[src/rtl/period_meter_pkg.sv]
// Shared types and default constants for the period meter.
package period_meter_pkg;

  typedef enum logic [1:0] {
    IDLE = 2'd0,
    ARM  = 2'd1,
    RUN  = 2'd2
  } pm_state_t;

  localparam int PM_CNT_W   = 32;
  localparam int PM_TIMEOUT = 50_000_000;

endpackage

[src/rtl/sync_edge_det.sv]
// Multi-flop synchronizer plus history flop, giving single-cycle rise/fall strobes.
// The fall output exists only when PERIOD_METER_HIGH_TIME_EN is defined.
module sync_edge_det #(
  parameter int SYNC_STAGES = 2
) (
  input  logic clk,
  input  logic rst,
  input  logic din,
  output logic rise
`ifdef PERIOD_METER_HIGH_TIME_EN
  ,
  output logic fall
`endif
);

  logic [SYNC_STAGES-1:0] sync_reg;
  logic                   hist_reg;

  for (genvar gi = 0; gi < SYNC_STAGES; gi++) begin : g_stage
    if (gi == 0) begin : g_first
      always_ff @(posedge clk) begin
        if (rst) sync_reg[gi] <= 1'b0;
        else     sync_reg[gi] <= din;
      end
    end else begin : g_chain
      always_ff @(posedge clk) begin
        if (rst) sync_reg[gi] <= 1'b0;
        else     sync_reg[gi] <= sync_reg[gi-1];
      end
    end
  end

  always_ff @(posedge clk) begin
    if (rst) hist_reg <= 1'b0;
    else     hist_reg <= sync_reg[SYNC_STAGES-1];
  end

  assign rise = sync_reg[SYNC_STAGES-1] & ~hist_reg;
`ifdef PERIOD_METER_HIGH_TIME_EN
  assign fall = ~sync_reg[SYNC_STAGES-1] & hist_reg;
`endif

endmodule

[src/rtl/period_meter.sv]
// Measures period (and optionally high time) of a slow asynchronous square wave in clk cycles.
// High-time capture is compiled in only when PERIOD_METER_HIGH_TIME_EN is defined.
module period_meter
  import period_meter_pkg::*;
#(
  parameter int CNT_W       = PM_CNT_W,
  parameter int TIMEOUT     = PM_TIMEOUT,
  parameter int SYNC_STAGES = 2
) (
  input  logic             clk,
  input  logic             rst,
  input  logic             sig_in,
  input  logic             meas_en,
  output logic [CNT_W-1:0] period,
  output logic [CNT_W-1:0] high_time,
  output logic             valid,
  input  logic             ready,
  output logic             overrun,
  output logic             stalled
);

  localparam logic [CNT_W-1:0] TIMEOUT_C = CNT_W'(TIMEOUT);
  localparam logic [CNT_W-1:0] CNT_ONE   = CNT_W'(1);

  pm_state_t        state_reg, state_next;
  logic [CNT_W-1:0] cnt_reg, cnt_next;
  logic [CNT_W-1:0] period_reg, period_next;
  logic             valid_reg, valid_next;
  logic             overrun_reg, overrun_next;
  logic             stalled_reg, stalled_next;
  logic             rise;

`ifdef PERIOD_METER_HIGH_TIME_EN
  logic             fall;
  logic [CNT_W-1:0] shadow_reg, shadow_next;
  logic [CNT_W-1:0] ht_reg, ht_next;

  sync_edge_det #(.SYNC_STAGES(SYNC_STAGES)) u_edge (
    .clk  (clk),
    .rst  (rst),
    .din  (sig_in),
    .rise (rise),
    .fall (fall)
  );
`else
  sync_edge_det #(.SYNC_STAGES(SYNC_STAGES)) u_edge (
    .clk  (clk),
    .rst  (rst),
    .din  (sig_in),
    .rise (rise)
  );
`endif

  always_ff @(posedge clk) begin
    if (rst) begin
      state_reg   <= IDLE;
      cnt_reg     <= '0;
      period_reg  <= '0;
      valid_reg   <= 1'b0;
      overrun_reg <= 1'b0;
      stalled_reg <= 1'b0;
    end else begin
      state_reg   <= state_next;
      cnt_reg     <= cnt_next;
      period_reg  <= period_next;
      valid_reg   <= valid_next;
      overrun_reg <= overrun_next;
      stalled_reg <= stalled_next;
    end
  end

`ifdef PERIOD_METER_HIGH_TIME_EN
  always_ff @(posedge clk) begin
    if (rst) begin
      shadow_reg <= '0;
      ht_reg     <= '0;
    end else begin
      shadow_reg <= shadow_next;
      ht_reg     <= ht_next;
    end
  end
`endif

  always_comb begin
    state_next   = state_reg;
    cnt_next     = cnt_reg;
    period_next  = period_reg;
    // A completed handshake frees the result; a new result below overrides this.
    valid_next   = valid_reg & ~ready;
    overrun_next = overrun_reg;
    stalled_next = stalled_reg;
`ifdef PERIOD_METER_HIGH_TIME_EN
    shadow_next  = shadow_reg;
    ht_next      = ht_reg;
`endif
    if (!meas_en) begin
      state_next   = IDLE;
      cnt_next     = '0;
      overrun_next = 1'b0;
      stalled_next = 1'b0;
    end else begin
      case (state_reg)
        IDLE: begin
          cnt_next   = '0;
          state_next = ARM;
        end
        ARM: begin
          if (rise) begin
            state_next   = RUN;
            cnt_next     = CNT_ONE;
            stalled_next = 1'b0;
          end else if (cnt_reg == TIMEOUT_C) begin
            stalled_next = 1'b1;
            cnt_next     = '0;
          end else if (cnt_reg != '1) begin
            cnt_next = cnt_reg + CNT_ONE;
          end
        end
        RUN: begin
          if (rise) begin
            period_next = cnt_reg;
            cnt_next    = CNT_ONE;
            valid_next  = 1'b1;
            if (valid_reg && !ready) overrun_next = 1'b1;
`ifdef PERIOD_METER_HIGH_TIME_EN
            ht_next = shadow_reg;
`endif
          end else begin
            if (cnt_reg == TIMEOUT_C) begin
              stalled_next = 1'b1;
              cnt_next     = '0;
              state_next   = ARM;
            end else if (cnt_reg != '1) begin
              cnt_next = cnt_reg + CNT_ONE;
            end
`ifdef PERIOD_METER_HIGH_TIME_EN
            if (fall) shadow_next = cnt_reg;
`endif
          end
        end
        default: state_next = IDLE;
      endcase
    end
  end

  assign period  = period_reg;
  assign valid   = valid_reg;
  assign overrun = overrun_reg;
  assign stalled = stalled_reg;
`ifdef PERIOD_METER_HIGH_TIME_EN
  assign high_time = ht_reg;
`else
  assign high_time = '0;
`endif

endmodule

[config.mk]
export PLATFORM = sky130hd
export DESIGN_NAME = period_meter
export DESIGN_NICKNAME = d
export VERILOG_FILES = /design/src/rtl/period_meter_pkg.sv /design/src/rtl/sync_edge_det.sv /design/src/rtl/period_meter.sv
export SDC_FILE = /design/constraint.sdc
export NUM_CORES = 1
export LEC_CHECK = 0
export BUFFER_PORTS_ARGS = -buffer_cell sky130_fd_sc_hd__buf_2
export CELL_PAD_IN_SITES_DETAIL_PLACEMENT = 1
export CELL_PAD_IN_SITES_GLOBAL_PLACEMENT = 2
export CORE_ASPECT_RATIO = 1.4
export CORE_MARGIN = 5
export CORE_UTILIZATION = 34
export DETAILED_ROUTE_END_ITERATION = 10
export PLACE_DENSITY = 0.81
export RECOVER_POWER = 100
export SYNTH_ARGS = -nofsm -noshare
export SYNTH_HDL_FRONTEND = slang
export SYNTH_SLANG_ARGS = --single-unit
[constraint.sdc]
create_clock -name clk -period 6.5 [get_ports clk]
set_clock_uncertainty 0.15 [all_clocks]
set_input_delay 0.325 -clock clk [delete_from_list [all_inputs] [get_ports clk]]
set_output_delay 0.325 -clock clk [all_outputs]
set_load 0.02 [all_outputs]
Yosys cells after proc, flatten, opt, wreduce, memory -nomap -nowiden

Index checks and enable logic that the tools add are counted.

Bits in registers: 72
Bits of input ports: 5
Output and inout port bits: 67
Logic and storage cells: 50

$add $sub $neg: 1
Equal/unequal tests: 8
Mux-type cells: 15
Bitwise operators: 5
Reduce and logical (&&, ||, !) cells: 12

Operator list:

| operator                                         | number |
|---|---|
| 2-to-1 mux 32 bit                                | 3 |
| one-hot mux 32 bit (2 select lines)              | 1 |
| adder 32 x 1 -> 32 bit (second input constant)   | 1 |
| == test 32 x 26 -> 1 bit (second input constant) | 1 |
| != test 32 bit (second input constant)           | 1 |
| AND reduction 3 bit                              | 3 |
| 2-to-1 mux 1 bit                                 | 6 |
| 2-to-1 mux 2 bit                                 | 3 |
| != test 2 bit (second input constant)            | 3 |
| one-hot mux 2 bit (3 select lines)               | 1 |
| != test 4 x 1 -> 1 bit (second input constant)   | 1 |
| AND reduction 2 bit                              | 2 |
| nonzero test 2 bit                               | 2 |
| OR reduction 2 bit                               | 2 |
| inverter 1 bit                                   | 3 |
| bitwise AND 1 bit                                | 2 |
| == test 2 x 1 -> 1 bit (second input constant)   | 1 |
| == test 2 bit (second input constant)            | 1 |
| logical NOT 2 bit                                | 1 |
| one-hot mux 1 bit (2 select lines)               | 1 |
| logical AND 1 bit                                | 1 |
| logical NOT 1 bit                                | 1 |

Longest topological paths before layout

Word-level depth: 5
Mapped depth: 10

By module

From an unflattened synthesis, not the netlist that was laid out.

Cell total of the unflattened synthesis: 500
Area total of the unflattened synthesis: 3,962.6 um^2

By module, submodules not included:

| module        | times used | cells an instance | area an instance (um^2) | seq. area each (um^2) |
|---|---|---|---|---|
| period_meter  | 1          | 493               | 3,875.0                 | 1,381.3 |
| sync_edge_det | 1          | 7                 | 87.6                    | 60.1 |

Least setup slack after synthesis

Ideal clock, no wire load.

Path type: reg2reg
From: reg cnt_reg[0]
To: reg cnt_reg[16]
Setup time: 71 ps
Arrival time: 1,950 ps
Required time: 6,279 ps
Slack: 4,329 ps
Cell stages (with the launch flop): 9
Cell sequence: dfxtp_1 > ha_1 > and3_2 > nand4_4 > o31ai_4 > or2_1 > buf_6 > or4_1 > a21oi_1

Word-level cells in the longest chain between the ends: 5
Elaborated cells between the ends (all ways): 9
Those cells by class: add/sub: 1; eq/ne: 3; mux: 4; reduce/logical: 1

RTL lines:

| item                                | line                                     | text |
|---|---|---|
| start, declared                     | period_meter.sv:26                       | `logic [CNT_W-1:0] cnt_reg, cnt_next;` |
| start signal, assigned              | period_meter.sv:64                       | `cnt_reg <= cnt_next;` |
| adder 32 x 1 -> 32 bit              | period_meter.sv:116, period_meter.sv:134 |  |
| 2-to-1 mux 32 bit                   | period_meter.sv:115, period_meter.sv:133 |  |
| 2-to-1 mux 32 bit                   | period_meter.sv:112                      | `end else if (cnt_reg == TIMEOUT_C) begin` |
| 2-to-1 mux 32 bit                   | period_meter.sv:120                      | `if (rise) begin` |
| one-hot mux 32 bit (2 select lines) | period_meter.sv:102                      | `case (state_reg)` |

Several ways; a longest one is shown, not always the timed one. The select of a mux whose other input is x is not followed.
A chain may end at the register's enable or synchronous reset.

Worst setup path after layout

From: in rst
To: reg cnt_reg[30]

Word-level cells in the longest chain between the ends: 1

RTL lines:

| item                         | line               | text |
|---|---|---|
| start, declared              | period_meter.sv:11 | `input logic rst,` |
| OR reduction 2 bit (no line) | --                 |  |

Every way passes these cells.

==> results.ini <==
[outcome]
status = complete, but fails checks
failed_checks = capacitance limit, slew limit

[pwr]
vdd_drop_max_mv = 0.1173
switchingPower_w = 0.0002208
intPower_w = 0.0007184
switching_share = 0.2351
pwr-share-seq = 0.473
power.density_nw_per_um2 = 237.0
p_clk_frac = 0.477
p_leak_nw = 1.297
pwr-share-comb = 0.050

[clock_tree]
cts_resized = 0
clock_path_buffers = 2
clock_tree.root_cell = clkbuf_16
cts_buffers = 9
cts_htree_levels = 3
hold_buffers = 0
postCtsSetupBuffers = 0
cts.clk_slew.worst_paths_ns = 0.06
cts.sinks = 72
insertion_delay_ns = 0.33
cts_tree = done

[place]
placed_area_um2 = 3754
port_buffers = 39
globalplace.congestion = 0.8309
dp.final_hpwl_mm = 7.093

[route]
drc = 0
avgViaCountPerCell = 5.155
routed_wl_mm = 10.24
drt_iter0_drc = 122
antenna_left = 0
vias = 3227
wl_per_cell_um = 16.35
dr.pass1.iters = 4

[sta]
drv_slew = 72
finalCritPeriodShare = 0.6263
tightest_slew_ns = 1.647
max_freq_ghz = 0.2456
period_minus_slack_ns = 4.071
slew_headroom = -0.09820
rsz0062_at_grt = no
hold_viol = 0
tns_ns = 0
setup_viol = 0

[yosys]
syn_area_um2 = 3657
synth-seq-cells = 72
synth.yosys.seq_area_share = 0.3941
syn_avg_cell_area_um2 = 7.916
synthCells = 462
ys_types = 49
synth_warnings = 0

[hold_path]
hold_class = input pin to flip-flop

[worst_setup_path]
rrSetupSlack_ns = 3.31
reg2reg_depth = 7
crit_path_max_fanout = 38
worst-setup-path-type = input pin to flip-flop
crit_path_start = rst
endpoint_kind = flip-flop
worstPathRequired_ns = 6.55
cp-endpoint = cnt_reg[30]$_SDFFE_PP0P_
timing.rr.start = cnt_reg[1]$_SDFFE_PP0P_
critPathLaunchType = input pin
critPathArrivalTime_ns = 4.12
worst_r2r_endpoint = cnt_reg[30]$_SDFFE_PP0P_

[finish]
stdcell_area_um2 = 3964
area.growth.synth_to_final_pct = 8.382
antenna_cells = 0
fin_nets = 494
drive_gt1_frac = 0.05123
final_util = 0.3789

[floorplan]
io_pins = 72
dieArea_um2 = 12960
placementRows = 44
die_x_um = 97.66
initial_core_util = 0.3496
die_y_um = 132.7
core_area_um2 = 10460

[global_routing]
grtUsageTotal = 0.1600
grt_pass1_wl_mm = 16.73
grt_overflow_total = 0
grt_max_degree = 39
antenna_found_initial = 0
grt_pass1_vias = 3213

[run]
maxCapViolCount = 2

==> final cells by class <==
| type | instances | area, um2 |
|---|---|---|
| fillers | 1326 | 6496 |
| multi-input cells | 348 | 1876 |
| flip-flops and latches | 72 | 1441 |
| clock buffers | 13 | 250.2 |
| well taps | 138 | 172.7 |
| repair buffers | 42 | 168.9 |
| inverters | 10 | 37.54 |
| clock inverters | 3 | 17.52 |
==> worst max-delay path: stages <==
cell and delay, ns:
clkbuf_1 1.16, nand2b_1 0.29, clkbuf_1 1.18, nor2_1 0.63
o21ai_0 0.39, o31ai_1 0.11
==> synthesized netlist by cell type (all sizes together) <==
cell type,count,area [um2]
and4,8,70.07
conb,1,3.750
nor2,20,82.58
o21ba,1,10.01
ha,6,75.07
and4b,1,10.01
a21oi,51,255.2
and3,7,46.29
or4,3,22.52
o32ai,1,8.760
or2,1,6.260
nand3,16,80.08
or3,1,6.260
and2,3,20.02
nor3,14,70.07
o31ai,10,88.83
o21a,1,7.510
nor4,1,6.260
nand2,88,330.3
nand2b,5,31.28
nand4,12,105.1
a31oi,2,12.51
o41ai,4,35.03
dfxtp,72,1441
or3b,4,35.03
inv,10,37.54
o31a,1,10.01
nor4b,5,43.79
buf,45,341.6
a211oi,3,22.52
nor4bb,1,10.01
o211ai,1,7.510
clkbuf,18,68.81
o21ai,31,155.1
a311oi,1,8.760
a2bb2oi,1,8.760
o22ai,1,6.260
nor2b,6,37.54
nor3b,4,30.03
xor2,1,8.760
==> cell usage in the layout, fill, tap and decap left out, types with 10 or more instances in the layout <==
cell,synthesis,layout
clkbuf_1,17,40
nand4_1,10,10
nand2_1,88,88
inv_1,10,10
dfxtp_1,72,72
conb_1,1,32
a21oi_1,51,51
nor3_1,14,14
nand3_1,16,16
nor2_1,19,20
o21ai_0,28,30
==> metrics by stage <==
step | worst slack [ns] | cells | power (W) | hold WS, ns
5_1_grt | 2.037 | 626 | 0.0009738 | 0.07108
3_5_place_dp | 3.827 | 610 | 0.0005005 | 0.2804
4_1_cts | 3.806 | 626 | 0.0009549 | 0.04486
2_1_floorplan | 4.329 | 493 | 0.0005068 | 0.2638
3_3_place_gp | 3.920 | 610 | 0.0004999 | 0.2681
6_report | 2.429 | 626 | 0.0009392 | 0.04899
==> power by group through the flow <==
stage,Sequential (W),Combinational [W],Clock [W]
CTS,0.000444,0.0000471,0.000464
floorplan,0.000453,0.0000536,0
detailed placement,0.000454,0.0000469,0
finish,0.000444,0.0000469,0.000448
global placement,0.000453,0.0000464,0
global route,0.000444,0.0000518,0.000478
==> how the worst min path moves through the flow <==
stage | startpoint | to | cells past startpoint
floorplan | u_edge.sync_reg[0]$_SDFF_PP0_ | u_edge.sync_reg[1]$_SDFF_PP0_ | 1
global placement | u_edge.sync_reg[0]$_SDFF_PP0_ | u_edge.sync_reg[1]$_SDFF_PP0_ | 1
detailed placement | u_edge.sync_reg[0]$_SDFF_PP0_ | u_edge.sync_reg[1]$_SDFF_PP0_ | 1
CTS | sig_in | u_edge.sync_reg[0]$_SDFF_PP0_ | 2
global route | sig_in | u_edge.sync_reg[0]$_SDFF_PP0_ | 2
finish | sig_in | u_edge.sync_reg[0]$_SDFF_PP0_ | 2
==> cell families (layout without fill, tap and decap cells) <==
kind of cell	Yosys count	after routing	share of synthesized area
xor gates and xnor gates	1	1	0.002395
adders and majority gates	6	6	0.02053
buffers and inverters	73	68	0.1225
and+or+nand+nor	200	200	0.2853
DFF	72	72	0.3941
other	1	32	0.001025
AOI/OAI and AO/OA	109	109	0.1741
==> per-layer routing <==
| metal | global-route usage | part of all wire | up-vias |
|---|---|---|---|
| li1 | - | - | 1595 |
| met1 | 0.1852 | 0.42 | 1532 |
| met2 | 0.2841 | 0.51 | 81 |
| met3 | 0.03160 | 0.038 | 19 |
| met4 | 0.06928 | 0.030 | 0 |
| met5 | 0 | 0 | - |
Note: power is estimated with default switching activity, not from simulation.
